### config.mk
export PLATFORM = sky130hd
export DESIGN_NAME = instr_fetch_unit
export DESIGN_NICKNAME = d
export VERILOG_FILES = /design/src/rtl/instr_fetch_unit_pkg.sv /design/src/rtl/fetch_pc_reg.sv /design/src/rtl/instr_fetch_unit.sv
export SDC_FILE = /design/constraint.sdc
export NUM_CORES = 1
export LEC_CHECK = 0
export ABC_AREA = 0
export BUFFER_PORTS_ARGS = -buffer_cell sky130_fd_sc_hd__buf_2
export CAP_MARGIN = 10
export CORE_AREA = 2 2 85 87
export DETAILED_ROUTE_END_ITERATION = 7
export DIE_AREA = 0 0 87 89
export PLACE_DENSITY = 0.61
export SLEW_MARGIN = 20
export SYNTH_ARGS = -nofsm -noshare
export SYNTH_HDL_FRONTEND = slang
export SYNTH_SLANG_ARGS = --single-unit
### constraint.sdc
create_clock -name clk -period 2.6 [get_ports clk]
set_input_delay 0.13 -clock clk [delete_from_list [all_inputs] [get_ports clk]]
set_output_delay 0.13 -clock clk [all_outputs]
set_load 0.1 [all_outputs]
### src/rtl/instr_fetch_unit_pkg.sv
// Shared definitions for the instruction fetch unit: opcode constants, FSM state
// encoding and the two-word opcode decode.
package instr_fetch_unit_pkg;

  localparam logic [15:0] OP_SETN    = 16'd0;
  localparam logic [15:0] OP_SETC    = 16'd1;
  localparam logic [15:0] OP_JNPZ    = 16'd21;
  localparam logic [15:0] OP_END     = 16'd25;
  localparam logic [15:0] MAX_OPCODE = 16'd28;

  localparam int N_TWO_WORD = 3;
  localparam logic [15:0] TWO_WORD_OPS [N_TWO_WORD] = '{OP_SETN, OP_SETC, OP_JNPZ};

  // IDLE is encoded as zero so the debug state output reads 0 during reset.
  typedef enum logic [2:0] {
    IDLE      = 3'd0,
    FETCH_OP  = 3'd1,
    FETCH_ARG = 3'd2,
    ISSUE     = 3'd3,
    WAIT_BR   = 3'd4,
    HALT      = 3'd5
  } state_t;

  function automatic logic is_two_word(input logic [15:0] opcode);
    logic hit;
    hit = 1'b0;
    for (int i = 0; i < N_TWO_WORD; i++) begin
      hit = hit | (opcode == TWO_WORD_OPS[i]);
    end
    return hit;
  endfunction

endpackage

### src/rtl/fetch_pc_reg.sv
// Program counter register: load, 16-bit wrapping increment and the check
// against the instruction memory depth.
module fetch_pc_reg #(
  parameter int unsigned IMEM_DEPTH = 100,
  parameter logic [15:0] START_ADDR = 16'd0
) (
  input  logic        clk,
  input  logic        reset_n,
  input  logic        i_load,
  input  logic [15:0] i_load_val,
  input  logic        i_inc,
  output logic [15:0] o_pc,
  output logic        o_pc_out_of_range
);

  logic [15:0] r_pc;

  // Load wins over increment; 0xFFFF + 1 wraps to 0 by the 16-bit add.
  always_ff @(posedge clk or negedge reset_n) begin
    if (!reset_n) begin
      r_pc <= START_ADDR;
    end else if (i_load) begin
      r_pc <= i_load_val;
    end else if (i_inc) begin
      r_pc <= r_pc + 16'd1;
    end
  end

  assign o_pc              = r_pc;
  assign o_pc_out_of_range = ({16'd0, r_pc} >= IMEM_DEPTH);

endmodule

### src/rtl/instr_fetch_unit.sv
// Fetches one- and two-word instructions from a combinational instruction
// memory, presents them to execute and waits for JNPZ resolution.
module instr_fetch_unit
  import instr_fetch_unit_pkg::*;
#(
  parameter int unsigned IMEM_DEPTH = 100,
  parameter logic [15:0] START_ADDR = 16'd0
) (
  input  logic        clk,
  input  logic        reset_n,
  input  logic        start,
  output logic        imem_read,
  output logic [15:0] imem_address,
  input  logic [15:0] imem_data,
  output logic        instr_valid,
  input  logic        instr_ready,
  output logic [15:0] instr_opcode,
  output logic [15:0] instr_operand,
  output logic        instr_has_operand,
  input  logic        br_resolve,
  input  logic        br_taken,
  output logic [15:0] pc,
  output logic        halted,
  output logic        fault,
  output state_t      dbg_state
);

  state_t      r_state;
  state_t      w_next_state;
  logic [15:0] r_opcode;
  logic [15:0] r_operand;
  logic        r_fault;

  logic        w_pc_load;
  logic [15:0] w_pc_load_val;
  logic        w_pc_inc;
  logic [15:0] w_pc;
  logic        w_pc_oor;
  logic        w_imem_read;
  logic        w_instr_valid;
  logic        w_latch_op;
  logic        w_latch_arg;
  logic        w_set_fault;
  logic        w_has_operand;

  fetch_pc_reg #(
    .IMEM_DEPTH (IMEM_DEPTH),
    .START_ADDR (START_ADDR)
  ) u_pc (
    .clk               (clk),
    .reset_n           (reset_n),
    .i_load            (w_pc_load),
    .i_load_val        (w_pc_load_val),
    .i_inc             (w_pc_inc),
    .o_pc              (w_pc),
    .o_pc_out_of_range (w_pc_oor)
  );

  always_ff @(posedge clk or negedge reset_n) begin
    if (!reset_n) begin
      r_state <= IDLE;
    end else begin
      r_state <= w_next_state;
    end
  end

  // Handshake: in ISSUE, instr_valid stays high and the instruction fields stay
  // stable until a rising edge with instr_ready high transfers it; nothing else
  // moves the FSM out of ISSUE.
  always_comb begin
    w_next_state = r_state;
    case (r_state)
      IDLE:      if (start) w_next_state = FETCH_OP;
      FETCH_OP: begin
        if (w_pc_oor || (imem_data > MAX_OPCODE)) begin
          w_next_state = HALT;
        end else if (is_two_word(imem_data)) begin
          w_next_state = FETCH_ARG;
        end else begin
          w_next_state = ISSUE;
        end
      end
      FETCH_ARG: w_next_state = w_pc_oor ? HALT : ISSUE;
      ISSUE: begin
        if (instr_ready) begin
          if (r_opcode == OP_END) begin
            w_next_state = HALT;
          end else if (r_opcode == OP_JNPZ) begin
            w_next_state = WAIT_BR;
          end else begin
            w_next_state = FETCH_OP;
          end
        end
      end
      WAIT_BR:   if (br_resolve) w_next_state = FETCH_OP;
      HALT:      w_next_state = HALT;
      default:   w_next_state = IDLE;
    endcase
  end

  always_comb begin
    w_pc_load     = 1'b0;
    w_pc_load_val = START_ADDR;
    w_pc_inc      = 1'b0;
    w_imem_read   = 1'b0;
    w_instr_valid = 1'b0;
    w_latch_op    = 1'b0;
    w_latch_arg   = 1'b0;
    w_set_fault   = 1'b0;
    case (r_state)
      IDLE:      w_pc_load = start;
      FETCH_OP: begin
        if (w_pc_oor) begin
          w_set_fault = 1'b1;
        end else begin
          w_imem_read = 1'b1;
          w_latch_op  = 1'b1;
          w_pc_inc    = 1'b1;
          w_set_fault = (imem_data > MAX_OPCODE);
        end
      end
      FETCH_ARG: begin
        if (w_pc_oor) begin
          w_set_fault = 1'b1;
        end else begin
          w_imem_read = 1'b1;
          w_latch_arg = 1'b1;
          w_pc_inc    = 1'b1;
        end
      end
      ISSUE:     w_instr_valid = 1'b1;
      WAIT_BR: begin
        w_pc_load     = br_resolve & br_taken;
        w_pc_load_val = r_operand;
      end
      default: ;
    endcase
  end

  // Operand is cleared on every opcode fetch so one-word instructions carry 0.
  always_ff @(posedge clk or negedge reset_n) begin
    if (!reset_n) begin
      r_opcode  <= 16'd0;
      r_operand <= 16'd0;
      r_fault   <= 1'b0;
    end else begin
      if (w_latch_op) begin
        r_opcode  <= imem_data;
        r_operand <= 16'd0;
      end
      if (w_latch_arg) begin
        r_operand <= imem_data;
      end
      if (w_set_fault) begin
        r_fault <= 1'b1;
      end
    end
  end

  assign w_has_operand     = (r_state == ISSUE) && is_two_word(r_opcode);
  assign imem_read         = w_imem_read;
  assign imem_address      = w_pc;
  assign instr_valid       = w_instr_valid;
  assign instr_opcode      = r_opcode;
  assign instr_operand     = w_has_operand ? r_operand : 16'd0;
  assign instr_has_operand = w_has_operand;
  assign pc                = w_pc;
  assign halted            = (r_state == HALT);
  assign fault             = r_fault;
  assign dbg_state         = r_state;

endmodule
==> reports/qor.csv <==
stage,metric,value,unit
worst_setup_path,r2r_cells,6,
layout,layout_common_cells,"76 x buf_2, 49 x dfrtp_1, 21 x nand2_1",
yosys,synth_warnings,0,
floorplan,io_pins,94,
layout,drive_gt1_frac,0.428,
global_routing,grt.total_usage,0.171,
layout,syn_to_final_growth,30.0,%
worst_setup_path,cp.required,2.47,ns
worst_setup_path,cp_cell_sequence,"and3b_4, nand4_1, nor2_1, o21a_2, and2_2, buf_12",
timing,setup_violations,0,
worst_setup_path,path_delay_family,simple AND/OR/NAND/NOR gates,
yosys,synth_top_cell_by_area,dfrtp_1,
worst_setup_path,r2r_setup_slack,0.57,ns
worst_setup_path,timing_worst_setup_path_type,flop to output pin,
route,via_count,2097,
timing,hold_viol,0,
timing,relSlewSlack,0.387,
status,status,"complete, no violations",
worst_setup_path,critPathBufInv,1,
route,drc,0,
min_path,whs_path_depth,2,
worst_setup_path,arrival,2.25,ns
yosys,syn_nets,272,
clock_tree,insertion_delay,0.30,ns
layout,layout_commonest_cell,buf_2,
layout,fin_nets,350,
yosys,synth_top_area_share,0.490,
min_path,hp-class,input pin to flop,
floorplan,die_area,7740,µm²
floorplan,die_h,89,µm
global_routing,antenna_found_initial,0,
clock_tree,post_cts_buffers,0,
floorplan,start_util,0.395,
yosys,yosysUniqueCellTypes,41,
global_routing,grt.overflow.total,0,
yosys,ys_ff_latch,52,
floorplan,core,6720,µm²
min_path,holdPathEnd,r_operand[13]$_DFFE_PN0P_,
route,totalWireLength,6.39,mm
timing,max_freq,420,MHz
yosys,synth.avg_cell_area,10.7,µm²
placement,post-dp-hpwl,4.93,mm
clock_tree,clkTransAtPathRegs,0.09,ns
min_path,worstHoldStart,imem_data[13],
clock_tree,cts_buffers,5,
global_routing,grt_pass1_wl,10.2,mm
route,first_pass_iters,4,
route,wl_per_cell,15.7,µm
worst_setup_path,worstReg2RegEnd,u_pc.o_pc[1]$_DFFE_PN0P_,
timing,tightest_slew,0.919,ns
clock_tree,root_buffer,clkbuf_8,
placement,numPortBuffers,93,
global_routing,grt_max_degree,33,
timing,rsz0062_at_grt,false,
timing,fin_crit_sh,0.916,
timing,timing.final.crit_period,2.38,ns
worst_setup_path,crit_fanout,17,
placement,place.gp.congestion,0.743,
floorplan,die_width,87,µm
flow_run,drv_cap,0,
yosys,synthesis.area,2660,µm²
timing,fin_worst_skew,0.00430,ns
route,drt_iter0_drc,74,
yosys,syn_inst,248,
worst_setup_path,worst_setup_path_end_kind,output pin,
worst_setup_path,crit_cells,6,
clock_tree,cts_sinks,52,
worst_setup_path,worst_path_max_delay_cell,dfrtp_4,
clock_tree,ctsLongestPathBuffers,2,
timing,slew_viol_final,0,
global_routing,grt_pass1_vias,1948,
clock_tree,tritoncts,done,
yosys,synthTopCellsByArea,"dfrtp_1 49%, a22o_1 5.3%, buf_4 4.5%",
timing,finalSetupTns,0,ns
worst_setup_path,max_stage_delay,0.56,ns
floorplan,rows,30,
worst_setup_path,timing.rr.start,u_pc.o_pc[3]$_DFFE_PN0P_,
route,drtAntennaViolNets,0,
route,viasPerCell,5.15,
yosys,synth-seq-area-share,0.490,
layout,antenna_cells,0,
clock_tree,h-tree-depth,2,
worst_setup_path,cp-start-kind,flop,
[routing by layer]
metal	GRT usage	part of all wire
met4	0.0554	0.013
met5	0	0
met2	0.251	0.44
met1	0.256	0.48
met3	0.0286	0.059
[synthesized netlist by cell type, drive strengths merged]
master and count:
or2 1, nor3 7, xnor2 5, nor2b 3, nand3 5, a2bb2oi 1, or4 1, nor4 9
a21oi 16, o21ai 14, nand4 4, nand2 21, xor2 2, and3b 1, o311ai 1, and2 16
o21a 1, dfrtp 52, o211ai 1, mux2i 1, nor4b 2, buf 24, ha 2, o2111ai 1
clkbuf 5, mux2 16, nor2 7, nand2b 2, or3 2, inv 7, a22o 16, and3 2
[logic make-up (layout without fill, tap and decap cells)]
kind of cell	Yosys count	count (layout)	share of synthesized area
multiplexers	17	17	0.0716
buffers and inverters	36	115	0.0881
XOR/XNOR	7	7	0.0231
AND/OR/NAND/NOR	83	83	0.187
adder cells (fa/ha/maj)	2	2	0.00942
AO/OA/AOI/OAI	51	51	0.131
flip-flops	52	52	0.490
[worst max-delay path by stage]
stage,start,end
2_1_floorplan,dbg_state[2]$_DFFE_PN0P_,instr_operand[11]
3_3_place_gp,dbg_state[2]$_DFFE_PN0P_,instr_has_operand
3_5_place_dp,dbg_state[2]$_DFFE_PN0P_,instr_has_operand
4_1_cts,dbg_state[2]$_DFFE_PN0P_,instr_has_operand
5_1_grt,dbg_state[2]$_DFFE_PN0P_,instr_operand[5]
6_report,dbg_state[2]$_DFFE_PN0P_,instr_operand[5]
[final cells by class]
type                    instances  area, µm²
well taps                      80        100
repair buffers                100        763
clock buffers                   8       90.1
inverters                       7       30.0
fillers                       630       3270
flip-flops and latches         52       1310
multi-input cells             160       1160
[repair_timing]
action | CTS | global route
hold endpoints to repair | 21 | 0
resized for setup | 0 | 1
setup endpoints to repair | 0 | 1
hold buffers | 1 | 0
[stage by stage]
| step | setup WS, ns | hold slack (ns) | instance area (µm²) | util | std cells |
|---|---|---|---|---|---|
| after floorplan | 0.0303 | -0.166 | 2720 | - | 248 |
| after global placement | 0.515 | 0.121 | 3350 | 0.499 | 398 |
| after detailed placement | 0.466 | 0.124 | 3350 | 0.499 | 398 |
| after CTS | 0.113 | 0.0716 | 3450 | 0.514 | 407 |
| after global routing | 0.0479 | 0.0735 | 3450 | 0.514 | 407 |
| final | 0.217 | 0.0752 | 3450 | 0.514 | 407 |
[registers in the layout (all words and copies together) (netlist names)]
name	flops
u_pc.o_pc	16
dbg_state	3
instr_opcode	16
fault	1
r_operand	16
Power is left out: the tool's default activity adds up to more than one toggle a clock period on the data nets, which glitch-free logic cannot reach.
